$ cat src/rtl/cmd_assembler.sv
// Assembles {high, low} command words from a byte stream with an inter-byte timeout.
// Define CMD_CHKSUM_EN to require a trailing checksum byte ~(hi + lo) on each frame.
module cmd_assembler #(
  parameter int unsigned TIMEOUT = 10800
) (
  input  logic        clk,
  input  logic        rst_n,
  input  logic        rdy,
  input  logic [7:0]  byte_in,
  output logic        clr_rdy,
  input  logic        clr_cmd_rdy,
  output logic [15:0] cmd,
  output logic        cmd_rdy,
  output logic        err,
  output logic [1:0]  dbg_state
);

  typedef enum logic [1:0] {
    WAIT_HI  = 2'd0,
`ifdef CMD_CHKSUM_EN
    WAIT_CHK = 2'd2,
`endif
    WAIT_LO  = 2'd1
  } state_t;

  localparam logic [15:0] TMO_LAST = 16'(TIMEOUT - 1);

  state_t      state_q, state_d;
  logic [7:0]  hi_q, hi_d;
  logic [7:0]  lo_q, lo_d;
  logic [15:0] cmd_q, cmd_d;
  logic        cmd_rdy_q, cmd_rdy_d;
  logic        err_q, err_d;
  logic [15:0] tmo_q, tmo_d;

`ifdef CMD_CHKSUM_EN
  logic [7:0] chk_sum;
  assign chk_sum = hi_q + lo_q;
`endif

  // Every byte is accepted in the cycle it is presented, whatever the state.
  assign clr_rdy   = rdy;
  assign cmd       = cmd_q;
  assign cmd_rdy   = cmd_rdy_q;
  assign err       = err_q;
  assign dbg_state = state_q;

  always_comb begin
    state_d   = state_q;
    hi_d      = hi_q;
    lo_d      = lo_q;
    cmd_d     = cmd_q;
    cmd_rdy_d = cmd_rdy_q;
    err_d     = 1'b0;
    tmo_d     = tmo_q;

    // A completion later in this block overrides the acknowledge.
    if (clr_cmd_rdy) cmd_rdy_d = 1'b0;

    case (state_q)
      WAIT_HI: begin
        tmo_d = '0;
        if (rdy) begin
          hi_d    = byte_in;
          state_d = WAIT_LO;
        end
      end
      WAIT_LO: begin
        if (rdy) begin
          lo_d  = byte_in;
          tmo_d = '0;
`ifdef CMD_CHKSUM_EN
          state_d = WAIT_CHK;
`else
          cmd_d     = {hi_q, byte_in};
          cmd_rdy_d = 1'b1;
          state_d   = WAIT_HI;
`endif
        end else if (tmo_q == TMO_LAST) begin
          err_d   = 1'b1;
          tmo_d   = '0;
          state_d = WAIT_HI;
        end else begin
          tmo_d = tmo_q + 16'd1;
        end
      end
`ifdef CMD_CHKSUM_EN
      WAIT_CHK: begin
        if (rdy) begin
          tmo_d   = '0;
          state_d = WAIT_HI;
          if (byte_in == ~chk_sum) begin
            cmd_d     = {hi_q, lo_q};
            cmd_rdy_d = 1'b1;
          end else begin
            err_d = 1'b1;
          end
        end else if (tmo_q == TMO_LAST) begin
          err_d   = 1'b1;
          tmo_d   = '0;
          state_d = WAIT_HI;
        end else begin
          tmo_d = tmo_q + 16'd1;
        end
      end
`endif
      default: begin
        tmo_d   = '0;
        state_d = WAIT_HI;
      end
    endcase
  end

  always_ff @(posedge clk or negedge rst_n) begin
    if (!rst_n) begin
      state_q   <= WAIT_HI;
      hi_q      <= '0;
      lo_q      <= '0;
      cmd_q     <= '0;
      cmd_rdy_q <= 1'b0;
      err_q     <= 1'b0;
      tmo_q     <= '0;
    end else begin
      state_q   <= state_d;
      hi_q      <= hi_d;
      lo_q      <= lo_d;
      cmd_q     <= cmd_d;
      cmd_rdy_q <= cmd_rdy_d;
      err_q     <= err_d;
      tmo_q     <= tmo_d;
    end
  end

endmodule

$ cat config.mk
export PLATFORM = sky130hd
export DESIGN_NAME = cmd_assembler
export DESIGN_NICKNAME = d
export VERILOG_FILES = /design/src/rtl/cmd_assembler.sv
export SDC_FILE = /design/constraint.sdc
export NUM_CORES = 1
export LEC_CHECK = 0
export CORE_MARGIN = 2
export CORE_UTILIZATION = 35
export CTS_BUF_LIST = sky130_fd_sc_hd__clkbuf_4 sky130_fd_sc_hd__clkbuf_8
export DETAILED_ROUTE_END_ITERATION = 12
export GPL_ROUTABILITY_DRIVEN = 1
export PLACE_DENSITY = 0.61
export SYNTH_ARGS = -nofsm -noshare
export SYNTH_HDL_FRONTEND = slang
export SYNTH_SLANG_ARGS = --single-unit
$ cat constraint.sdc
create_clock -name clk -period 1.5 [get_ports clk]
set_input_delay 0.375 -clock clk [delete_from_list [all_inputs] [get_ports clk]]
set_output_delay 0.375 -clock clk [all_outputs]
set_load 0.1 [all_outputs]
Word level (Yosys, flattened, before mapping)
Index checks and enable logic that the tools add are counted.
{ "word_totals": {"register_bits": 44, "latch_bits": 0, "mem_bits_rw": 0, "romBits": 0, "inputBits": 12, "output_inout_bits": 21, "elab_cells": 28, "n_memories": 0} }
{ "classes": {"add_sub_neg": 1, "multipliers": 0, "div": 0, "magnitude_cmp": 0, "n_eq_ne": 4, "shift": 0, "n_mux": 13, "n_bitwise": 0, "reduce_logical": 4} }
{ "ops": {"columns": ["op", "n"], "rows": [
  ["16-bit two-way mux", 3],
  ["16-bit by 1-bit adder with 16-bit output (second input constant)", 1],
  ["16-bit by 14-bit == test with 1-bit output (second input constant)", 1],
  ["1-bit two-way mux", 6],
  ["2-bit two-way mux", 3],
  ["2-bit AND reduction", 3],
  ["2-bit case mux with 2 select lines", 1],
  ["3-bit inequality test (second input constant)", 1],
  ["2-bit by 1-bit == test with 1-bit output (second input constant)", 1],
  ["2-bit zero test", 1],
  ["2-bit inequality test (second input constant)", 1]
]} }

Longest topological paths before layout
{ "logic_depth": {"depth_word": 4, "depth_mapped": 8, "depth_no_buf": 5} }

Least setup slack after synthesis
Ideal clock, no wire load.
{ "synth_path": {"path_kind": "register to register", "start": "register state_q[0], in the netlist dbg_state[0]", "end": "register cmd_q[10], in the netlist cmd[10]", "setup_time_ns": 0.126, "t_arrival_ns": 1.826, "t_required_ns": 1.374, "setup_slack_ns": -0.452, "stages_incl_launch_ff": 4, "path_buffers": 1, "synth_period_minus_slack_ns": 1.952, "path_cell_list": "dfrtp_1 > nand2_1 > buf_2 > mux2_2"} }
{ "synth_between": {"elab_chain_len": 2} }
{ "synth_lines": {"columns": ["item", "line_no", "source"], "rows": [
  ["from (decl)", "28", "state_t state_q, state_d;"],
  ["from (signal assigned)", "124", "state_q <= state_d;"],
  ["2-bit by 1-bit == test with 1-bit output", null, null],
  ["2-bit AND reduction (no line)", null, null],
  ["to (signal assigned)", "127", "cmd_q <= cmd_d;"],
  ["to (decl)", "31", "logic [15:0] cmd_q, cmd_d;"]
]} }
Every way passes these cells.
A chain may end at the register's enable or synchronous reset.

Worst setup path in the final report
{ "layout_path": {"start": "register tmo_q[0]", "end": "register tmo_q[14]"} }
{ "layout_between": {"elab_chain_len": 4, "elab_cells_between_ends": 5, "cone_classes": "add/sub: 1; eq/ne: 1; mux: 3"} }
{ "layout_lines": {"columns": ["item", "line_no", "source"], "rows": [
  ["from (decl)", "34", "logic [15:0] tmo_q, tmo_d;"],
  ["from (signal assigned)", "130", "tmo_q <= tmo_d;"],
  ["16-bit by 1-bit adder with 16-bit output or 16-bit by 14-bit == test with 1-bit output (tied branches)", "84, 79", null],
  ["16-bit two-way mux (*)", "79", "end else if (tmo_q == TMO_LAST) begin"],
  ["16-bit two-way mux (*)", "69", "if (rdy) begin"],
  ["16-bit two-way mux (*)", "60", "case (state_q)"],
  ["net tmo_d[14]", "34", null]
]} }
The timed path passes the listed nets; every way through them passes the cells marked *.

==> flow_summary.json <==
{
  "vias": 1215,
  "grt_max_degree": 23,
  "rows": 26,
  "synth_cells": 142,
  "wl_per_cell_um": 14.2,
  "ios": 33,
  "ys_seq_elements": 43,
  "cp.required_ps": 1680,
  "peakVddDrop_mv": 1.15,
  "post-route-cell-area_mm2": 0.00261,
  "period_share_pct": 96.5,
  "clkPwrFrac_pct": 21.8,
  "critPathMaxStageDelay_ps": 410,
  "drc": 0,
  "clockBufferDepth": 2,
  "die_x_um": 76.0,
  "syn-num-nets": 155,
  "power_mw": 4.88,
  "synth_ff_type": "dfrtp_1",
  "switchingPower_mw": 1.99,
  "clk_pin_slew_worst_paths_ps": 80,
  "drtIter0Drc": 36,
  "crit_type": "register to register",
  "antenna_found_initial": 0,
  "p_seq_share_pct": 32.3,
  "path_max_fanout": 5,
  "cts_tree": "built",
  "synth-edff-count": 0,
  "worstPathCellList": "ha_1 > and4_1 > buf_4 > nand4_1 > xor2_1 > nor2_1",
  "setup_viol": 0,
  "core_mm2": 0.00504,
  "fmax_ghz": 0.691,
  "grt_overflow_total": 0,
  "drive_gt1_share_pct": 38.3,
  "yosysWarnings": 0,
  "holdWs_ps": 58.3,
  "maxCapViolCount": 0,
  "nets": 195,
  "gr-usage-all-layers_pct": 13.5,
  "htree_levels": 2,
  "slew_violations": 0,
  "cts_hold_buf": 0,
  "min_path_type": "primary input to asynchronous set/reset pin",
  "multi_input_area_um2": 669,
  "cts.sinks": 43,
  "end_kind": "register",
  "antenna_cells": 0,
  "die_area_mm2": 0.00578,
  "grt_pass1_vias": 1317,
  "hpwl_mm": 2.57,
  "clock_skew_ps": 5.54,
  "numCtsBuffers": 5,
  "layout_commonest_cell": "dfrtp_1",
  "dpl-instance-area_mm2": 0.00245,
  "leakage_nw": 1.14,
  "io_buffers": 31,
  "antenna_left": 0,
  "syn_to_final_growth_pct": 43.6,
  "cp.arrival_ps": 1630,
  "slowest_stage": "dfrtp_1",
  "grt_pass1_wl_mm": 6.15,
  "syn_avg_cell_area_um2": 12.8,
  "p_per_area_mw_per_mm2": 1870,
  "synth_cell_types": 24,
  "layout_common_cells": "dfrtp_1 (41), mux2_2 (24), buf_12 (22), nor2_1 (17), xor2_1 (13)",
  "start_util_pct": 36.0,
  "yosysSeqAreaShare_pct": 59.3,
  "worstSkewPairLatency_ps": 290,
  "p_int_mw": 2.89,
  "drt_pre_antenna_iters": 4,
  "seq_area_mm2": 0.00108,
  "async_reset_ff_share_pct": 100,
  "status": "finished clean",
  "wl_mm": 3.58,
  "switching_share_pct": 40.9,
  "cp-start-kind": "register",
  "netlist_area_mm2": 0.00181,
  "routed_via_density": 4.80,
  "min_period_ps": 1450,
  "hold_viol": 0,
  "cts-root-buf": "clkbuf_8",
  "nFillCells": 442,
  "finalWeightedCongestion": 0.771,
  "die-height_um": 76.0,
  "p_comb_share_pct": 45.9
}
layout make-up:
| cell class | count | share of cell area [%] |
|---|---|---|
| Sequential cell | 43 | 41.5 |
| Multi-Input combinational cell | 86 | 25.7 |
| Timing Repair Buffer | 43 | 23.8 |
| Tap cell | 70 | 3.36 |
| Clock buffer | 6 | 2.93 |
| Clock inverter | 2 | 2.31 |
| Inverter | 3 | 0.432 |
worst max-delay path: cells and delay by family (launching register included):
kind / cells / cell delay (ps)
flip-flops: 1 / 410
AND/OR/NAND/NOR: 3 / 370
adder cells (fa/ha/maj): 1 / 220
XOR/XNOR: 1 / 180
buffers and inverters: 1 / 150
flip-flops by register name (all words and copies together), names as in the netlist:
name	count
cmd	16
dbg_state	1
cmd_rdy	1
tmo_q	16
hi_q	8
err	1
repair_timing:
item / 4_1_cts / 5_1_grt
setup endpoints to repair: 1 / 16
buffers inserted: 0 / 1
resized for setup: 1 / 3
synth_stat cells (all sizes together) (2+ instances only):
cell type,count,share of area [%]
and4,4,1.9
buf,9,3.8
dfrtp,43,59
inv,3,0.62
mux2,24,15
nand2,4,0.83
nand2b,2,0.69
nand3,4,1.1
nand4,8,2.8
nor2,17,3.5
nor4b,2,0.97
xor2,13,6.3
cell families (layout without fill, tap and decap cells):
family          Yosys count  count (layout)  share of synthesized area (%)
mux                      24              24                           14.9
fa+ha+maj                 1               1                          0.690
xor+xnor                 14              14                           6.76
simple gates             45              45                           13.2
buf+inv                  13              54                           4.62
compound gates            1               1                          0.276
flops                    43              43                           59.3
other cells               1               1                          0.207
final timing paths:
path	from	end	slack, ps	cells after the start
worst max-delay path	tmo_q[0]	tmo_q[14]	50	6
worst min-delay path	rst_n	cmd[15]	60	2
worst max register to register	tmo_q[0]	tmo_q[14]	50	6
worst min register to register	hi_q[7]	cmd[15]	510	1
max in group asynchronous	rst_n	dbg_state[0]	1200	2
min in group clk	hi_q[7]	cmd[15]	510	1
power groups by stage:
stage	combinational (mW)	sequential [mW]	clock [mW]
finish	2.24	1.58	1.06
global route	2.31	1.61	1.15
CTS	2.25	1.58	1.09
detailed placement	2.25	1.60	0
global placement	2.24	1.58	0
floorplan	0.277	2.64	0
per-stage QoR:
| step | util, % | setup WS, ps | TNS (ps) | std cells |
|---|---|---|---|---|
| floorplan | - | 2.09 | 0 | 142 |
| global placement | 48.6 | -185 | -3930 | 244 |
| detailed placement | 48.6 | -224 | -5520 | 244 |
| CTS | 51.2 | 39.5 | 0 | 252 |
| global route | 51.7 | -38.2 | -79.1 | 253 |
| finish | 51.7 | 52.5 | 0 | 253 |
routing by layer:
layer  vias to the layer above  GRT usage (%)  share of wire (%)
li1                        554              -                  -
met5                         -              0                  0
met3                         4           7.11                7.5
met1                       625           15.2                 40
met4                         0           4.00               0.56
met2                        32           22.3                 52
No activity file was read; power rests on OpenSTA's default activity.
